==> src/rtl/instr_loader.sv <==
// Program loader: receives a length-prefixed big-endian byte stream and
// writes it as 32-bit words into instruction memory. The core is held in
// reset for the whole load.
module instr_loader #(
  parameter int                    ADDR_WIDTH = 32,
  parameter logic [ADDR_WIDTH-1:0] BASE_ADDR  = '0
) (
  input  logic                  clock_in,
  input  logic                  reset_in,
  input  logic                  start_in,
  input  logic [7:0]            byte_in,
  input  logic                  byte_valid_in,
  output logic                  byte_ready_out,
  output logic                  instrWrite_out,
  output logic [ADDR_WIDTH-1:0] instr_address_out,
  output logic [31:0]           instr_out,
  output logic                  core_hold_out,
  output logic                  busy_out,
  output logic                  done_out
);

  typedef enum logic [2:0] {
    S_IDLE,
    S_LEN_HI,
    S_LEN_LO,
    S_DATA,
    S_WRITE,
    S_DONE
  } state_e;

  state_e                  state_q, state_d;
  logic [15:0]             count_q, count_d;       // words to load
  logic [15:0]             index_q, index_d;       // word being assembled
  logic [1:0]              byte_idx_q, byte_idx_d; // byte within the word
  logic [23:0]             word_q, word_d;         // first three bytes of a word
  logic [ADDR_WIDTH-1:0]   addr_q, addr_d;
  logic [31:0]             instr_q, instr_d;

  logic                    accept;
  logic [17:0]             byte_offset;

  // Handshake and status come straight from the state register, so an
  // asynchronous reset clears them in the same instant it clears the state.
  assign byte_ready_out    = (state_q == S_LEN_HI) || (state_q == S_LEN_LO) ||
                             (state_q == S_DATA);
  assign instrWrite_out    = (state_q == S_WRITE);
  assign busy_out          = (state_q != S_IDLE);
  assign core_hold_out     = (state_q != S_IDLE);
  assign done_out          = (state_q == S_DONE);
  assign instr_address_out = addr_q;
  assign instr_out         = instr_q;

  assign accept      = byte_valid_in && byte_ready_out;
  assign byte_offset = {index_q, 2'b00};

  // Next-state and datapath updates for the load sequence.
  always_comb begin
    // NOTE: combinational logic uses blocking '=' and assigns every target a
    // default first, so no path leaves a variable unassigned (no latches).
    state_d    = state_q;
    count_d    = count_q;
    index_d    = index_q;
    byte_idx_d = byte_idx_q;
    word_d     = word_q;
    addr_d     = addr_q;
    instr_d    = instr_q;

    unique case (state_q)
      S_IDLE: begin
        if (start_in) begin
          state_d    = S_LEN_HI;
          count_d    = '0;
          index_d    = '0;
          byte_idx_d = '0;
          word_d     = '0;
        end
      end

      S_LEN_HI: begin
        if (accept) begin
          count_d[15:8] = byte_in;
          state_d       = S_LEN_LO;
        end
      end

      S_LEN_LO: begin
        if (accept) begin
          count_d[7:0] = byte_in;
          index_d      = '0;
          byte_idx_d   = '0;
          state_d      = ({count_q[15:8], byte_in} == 16'd0) ? S_DONE : S_DATA;
        end
      end

      S_DATA: begin
        if (accept) begin
          if (byte_idx_q == 2'd3) begin
            // Fourth byte completes the word: latch it with its address.
            instr_d    = {word_q, byte_in};
            addr_d     = BASE_ADDR + ADDR_WIDTH'(byte_offset);
            word_d     = '0;
            byte_idx_d = '0;
            state_d    = S_WRITE;
          end else begin
            word_d     = {word_q[15:0], byte_in};
            byte_idx_d = byte_idx_q + 2'd1;
          end
        end
      end

      S_WRITE: begin
        // Compare in 17 bits so a full 65535-word load never wraps.
        index_d = index_q + 16'd1;
        state_d = (({1'b0, index_q} + 17'd1) < {1'b0, count_q}) ? S_DATA : S_DONE;
      end

      S_DONE: begin
        state_d = S_IDLE;
      end

      default: begin
        state_d = S_IDLE;
      end
    endcase
  end

  // State and datapath registers, cleared asynchronously by reset_in.
  always_ff @(posedge clock_in or negedge reset_in) begin
    // NOTE: sequential state uses non-blocking '<=' so every register
    // samples the values from before the edge.
    if (!reset_in) begin
      state_q    <= S_IDLE;
      count_q    <= '0;
      index_q    <= '0;
      byte_idx_q <= '0;
      word_q     <= '0;
      addr_q     <= '0;
      instr_q    <= '0;
    end else begin
      state_q    <= state_d;
      count_q    <= count_d;
      index_q    <= index_d;
      byte_idx_q <= byte_idx_d;
      word_q     <= word_d;
      addr_q     <= addr_d;
      instr_q    <= instr_d;
    end
  end

endmodule

==> config.mk <==
export PLATFORM = sky130hd
export DESIGN_NAME = instr_loader
export DESIGN_NICKNAME = d
export VERILOG_FILES = /design/src/rtl/instr_loader.sv
export SDC_FILE = /design/constraint.sdc
export NUM_CORES = 1
export LEC_CHECK = 0
export ABC_CLOCK_PERIOD_IN_PS = 6300
export BUFFER_PORTS_ARGS = -buffer_cell sky130_fd_sc_hd__buf_2
export CORE_ASPECT_RATIO = 2
export CORE_UTILIZATION = 58
export CTS_CLUSTER_DIAMETER = 100
export DETAILED_ROUTE_END_ITERATION = 16
export PLACE_DENSITY = 0.81
export SLEW_MARGIN = 20
export SYNTH_ARGS = -nofsm -noshare
export SYNTH_HDL_FRONTEND = slang
export SYNTH_SLANG_ARGS = --single-unit
==> constraint.sdc <==
create_clock -name clock_in -period 6.3 [get_ports clock_in]
set_input_delay 0.315 -clock clock_in [delete_from_list [all_inputs] [get_ports clock_in]]
set_output_delay 0.315 -clock clock_in [all_outputs]
set_load 0.03 [all_outputs]
# Yosys cells after proc, flatten, opt, wreduce, memory -nomap -nowiden
# Cells that the tools add are included.
[op_classes] addsub=3 order_cmp=1 n_eq_ne=11 n_mux=23 n_reduce_logical=18
[ops] cell="24-bit two-way mux" count=3
[ops] cell="16-bit case mux with 3 select lines" count=1
[ops] cell="24-bit case mux with 2 select lines" count=1
[ops] cell="16-bit two-way mux" count=2
[ops] cell="8-bit case mux with 2 select lines" count=2
[ops] cell="3-bit two-way mux" count=7
[ops] cell="16-bit by 1-bit adder with 17-bit output (second input constant)" count=1
[ops] cell="17-bit by 16-bit < comparator with 1-bit output" count=1
[ops] cell="16-bit by 1-bit adder with 16-bit output (second input constant)" count=1
[ops] cell="16-bit logical NOT" count=1
[ops] cell="3-bit case mux with 5 select lines" count=1
[ops] cell="3-bit AND reduction" count=5
[ops] cell="3-bit nonzero test" count=3
[ops] cell="2-bit two-way mux" count=4
[ops] cell="8-bit two-way mux" count=1
[ops] cell="2-bit inequality test (second input constant)" count=4
[ops] cell="3-bit by 2-bit equality test with 1-bit output (second input constant)" count=2
[ops] cell="3-bit equality test (second input constant)" count=2
[ops] cell="2-bit case mux with 3 select lines" count=1
[ops] cell="2-bit nonzero test" count=3
[ops] cell="5-bit AND reduction" count=1
[ops] cell="4-bit AND reduction" count=1
[ops] cell="3-bit by 1-bit equality test with 1-bit output (second input constant)" count=1
[ops] cell="3-bit logical NOT" count=1
[ops] cell="other kinds (5)" count=6
[totals] regBits=109 input_bits=12 out_inout_bits=69 wordCells=64

# Depth between registers and ports, before layout
[logic_depth] depth_word=6 ltp_mapped=11 depth_no_buf=11

# Worst setup path after synthesis
# No wires, ideal clock.
[synth_path] path_type="register to register" startpoint="register index_q[0]" endpoint="register state_q[2]" setup_ps=137 arrival_time_ps=2382 required_time_ps=6163 path_slack_ps=3782 path_stages_with_launch=12 n_path_buf=0 synth_period_minus_slack_ps=2518 path_cell_list="dfrtp_1 ha_1 nand3_1 nor2_2 and3_1 xor2_1 ha_1 a21o_1 a221oi_1 o221ai_1 a21oi_1 o21ai_0"
[synth_between] elab_chain_cells=4
[synth_lines] element="start, declared" line_no="33" source="logic [15:0] index_q, index_d;"
[synth_lines] element="start signal, assigned" line_no="142" source="index_q <= index_d;"
[synth_lines] element="16-bit by 1-bit adder with 17-bit output" line_no="114" source="state_d = (({1'b0, index_q} + 17'd1) < {1'b0, count_q}) ? S_DATA : S_DONE;"
[synth_lines] element="17-bit by 16-bit < comparator with 1-bit output" line_no="114"
[synth_lines] element="3-bit two-way mux" line_no="114"
[synth_lines] element="3-bit case mux with 5 select lines" line_no="68" source="unique case (state_q)"
[synth_lines] element="end signal, assigned" line_no="140" source="state_q <= state_d;"
[synth_lines] element="end, declared" line_no="31" source="state_e state_q, state_d;"
# No other way between the ends.
# A chain may end at the register's enable or synchronous reset.

# Worst setup path in the final report
# Same ends and word-level chain as after synthesis.

==> reports/results.ini <==
[outcome]
status = complete, no violations

[timing]
period_share = 0.467
rsz0062_at_grt = false
min_period_ns = 2.94
final.setup_skew_ns = 0.00840
max_freq_mhz = 340
setup_viol = 0
max_slew_margin = 0.323
fin_ws_ns = 3.36
worst_pin_slew_ns = 1.01
setup_tns_ns = 0
hold_ws_ns = 0.252
hold_viol_final = 0
drv_slew = 0

[final_layout]
antenna_cells = 0
area_growth_pct = 11.7
layout_commonest_cell = dfrtp_1
final_cell_mix = dfrtp_1, nand2_1, buf_2
final_nets = 565
final_layout_size_suffix_gt1_frac = 0.246
fillerInstances = 710

[synth]
synth_seq_cells = 109
yosys_warnings = 0
ys_seq_area_frac = 0.529
yosys_most_used_dff = dfrtp_1
syn_inst = 480
netlist_area_sq_um = 5160
async_flop_share = 1.00
syn_area_per_cell_sq_um = 10.7
synth_edf_count = 0
synthDistinctLibCells = 52

[drt]
wire_per_inst_microns = 17.2
dr.first_iter.drc_count = 238
routed_wirelength_mm = 11.0
vias = 3663
antenna_left = 0
viasPerCell = 5.72
drc = 0
drt-pass1-iter-count = 4

[hold_path]
worst_hold_path_type = in2reg

[cts]
clock_path_buffers = 2
clk_pin_slew_ns = 0.07
cts_buffers = 9
htree_levels = 3
clock-sinks = 109
cts_tree = built
clock_latency_ns = 0.35
clockRootBuffer = clkbuf_16
postCtsResizedCells = 0

[global_routing]
grt_pass1_vias = 3627
grt_pass1_wl_mm = 17.5
grt_max_degree = 72
grt_antenna_before_repair = 0
grt-ovfl-total = 0
track_usage = 0.258

[placement]
io_buffers = 64
dpl_worst_slack_ns = 3.41
place.gp.congestion = 0.938
dp_hpwl_mm = 7.96

[worst_setup_path]
critPathKind = reg2reg
required_ns = 6.51
worstPathArrival_ns = 3.16
cp_max_fo = 7
cp-end-kind = flop
worst_setup_path_start_kind = flop

[floorplan]
rows = 48
die_area_sq_um = 9290
die_h_microns = 135
fp.dieW_microns = 68.7
ios = 81
start_util = 0.596
core_area_sq_um = 8650

[power_and_ir_drop]
powerDensity_nw_per_um2 = 425
peakVddDrop_mv = 0.234
power.leakage_nw = 2.96
finalPower_mw = 2.45

[job]
timing.max_cap.violations = 0

-- per-stage QoR --
| stage | area [sq um] | instances | utilization |
|---|---|---|---|
| final | 5760 | 640 | 0.666 |
| after global routing | 5760 | 640 | 0.666 |
| after CTS | 5760 | 640 | 0.666 |
| after detailed placement | 5430 | 624 | 0.628 |
| after global placement | 5430 | 624 | 0.628 |
| after floorplan | 5210 | 495 | - |
-- where the power goes --
group	switching, mW	internal, mW	leakage [nW]	total, mW
registers	0.148	0.909	1.45	1.06
logic	0.508	0.279	1.35	0.787
clock network	0.246	0.359	0.159	0.605
total	0.903	1.55	2.96	2.45
-- critical path, stage by stage, from the launching register on --
cell and delay (ns):
dfrtp_1 0.46, ha_1 0.28, nand3_1 0.19, nor2_2 0.22, and3_1 0.19, xor2_1 0.18
ha_1 0.27, a21o_1 0.18, a221oi_1 0.31, o221ai_1 0.18, a21oi_1 0.22, o21ai_0 0.11
-- repair_timing --
action                                 in CTS  in global routing
hold buffers                                1                  0
setup buffers                               0                  0
endpoints found under the hold margin      38                  0
-- sequential cells by signal (all words and copies together) (netlist names) --
| register | count |
|---|---|
| instr_address_out | 16 |
| instr_out | 32 |
| state_q | 3 |
| word_q | 24 |
| count_q | 16 |
| index_q | 16 |
| byte_idx_q | 2 |
-- logic make-up (layout without fill, tap and decap cells) --
family | count (synthesis) | in the layout | synth area share
DFF | 109 | 109 | 0.529
and+or+nand+nor | 139 | 139 | 0.125
xor gates and xnor gates | 14 | 14 | 0.0238
adders and majority gates | 17 | 17 | 0.0413
buffers and inverters | 59 | 104 | 0.0653
AOI/OAI and AO/OA | 92 | 92 | 0.109
muxes | 49 | 49 | 0.106
other | 1 | 16 | 0.000727
-- layer usage --
layer	share of wire	up-vias	routed length, microns	track usage
met2	0.57	100	6250	0.457
li1	-	1735	-	-
met5	0	-	0	0
met1	0.35	1795	3920	0.274
met4	0.038	0	420	0.146
met3	0.040	33	445	0.0446
-- final cells by class --
| cell class | instances | area [sq um] | area share |
|---|---|---|---|
| Multi-Input combinational cell | 327 | 2150 | 0.373 |
| Sequential cell | 109 | 2730 | 0.474 |
| Clock buffer | 10 | 239 | 0.0415 |
| Timing Repair Buffer | 69 | 363 | 0.0630 |
| Clock inverter | 5 | 82.6 | 0.0143 |
| Tap cell | 100 | 125 | 0.0217 |
| Inverter | 20 | 75.1 | 0.0130 |
-- cell usage after synthesis, types with 4 or more instances --
master | count | share of area
and3_1 | 5 | 0.0061
a21oi_1 | 9 | 0.0087
buf_4 | 21 | 0.031
o21ai_0 | 36 | 0.035
a21o_1 | 4 | 0.0058
xor2_1 | 4 | 0.0068
mux2_1 | 4 | 0.0087
a22o_1 | 9 | 0.015
mux2_2 | 42 | 0.092
inv_1 | 19 | 0.014
o21ai_1 | 14 | 0.014
nand3_1 | 13 | 0.013
dfrtp_1 | 109 | 0.53
xnor2_1 | 10 | 0.017
nand2_1 | 87 | 0.063
buf_2 | 10 | 0.0097
nor2_1 | 8 | 0.0058
nand4_1 | 7 | 0.0085
ha_1 | 17 | 0.041
clkbuf_1 | 4 | 0.0029
-- worst paths after layout --
kind	from	slack [ns]	endpoint	depth (start not counted)
worst max-delay path	index_q[0]$_DFFE_PN0P_	3.36	state_q[2]$_DFFE_PN0P_	11
worst min-delay path	byte_in[5]	0.25	word_q[5]$_DFFE_PN0P_	3
worst max register to register	index_q[0]$_DFFE_PN0P_	3.36	state_q[2]$_DFFE_PN0P_	11
worst min register to register	instr_address_out[16]$_DFFE_PN0P_	0.49	instr_address_out[16]$_DFFE_PN0P_	2
max in group asynchronous	reset_in	4.58	index_q[13]$_DFFE_PN0P_	3
min in group asynchronous	reset_in	0.48	word_q[20]$_DFFE_PN0P_	2
(Power assumes the default switching activity.)
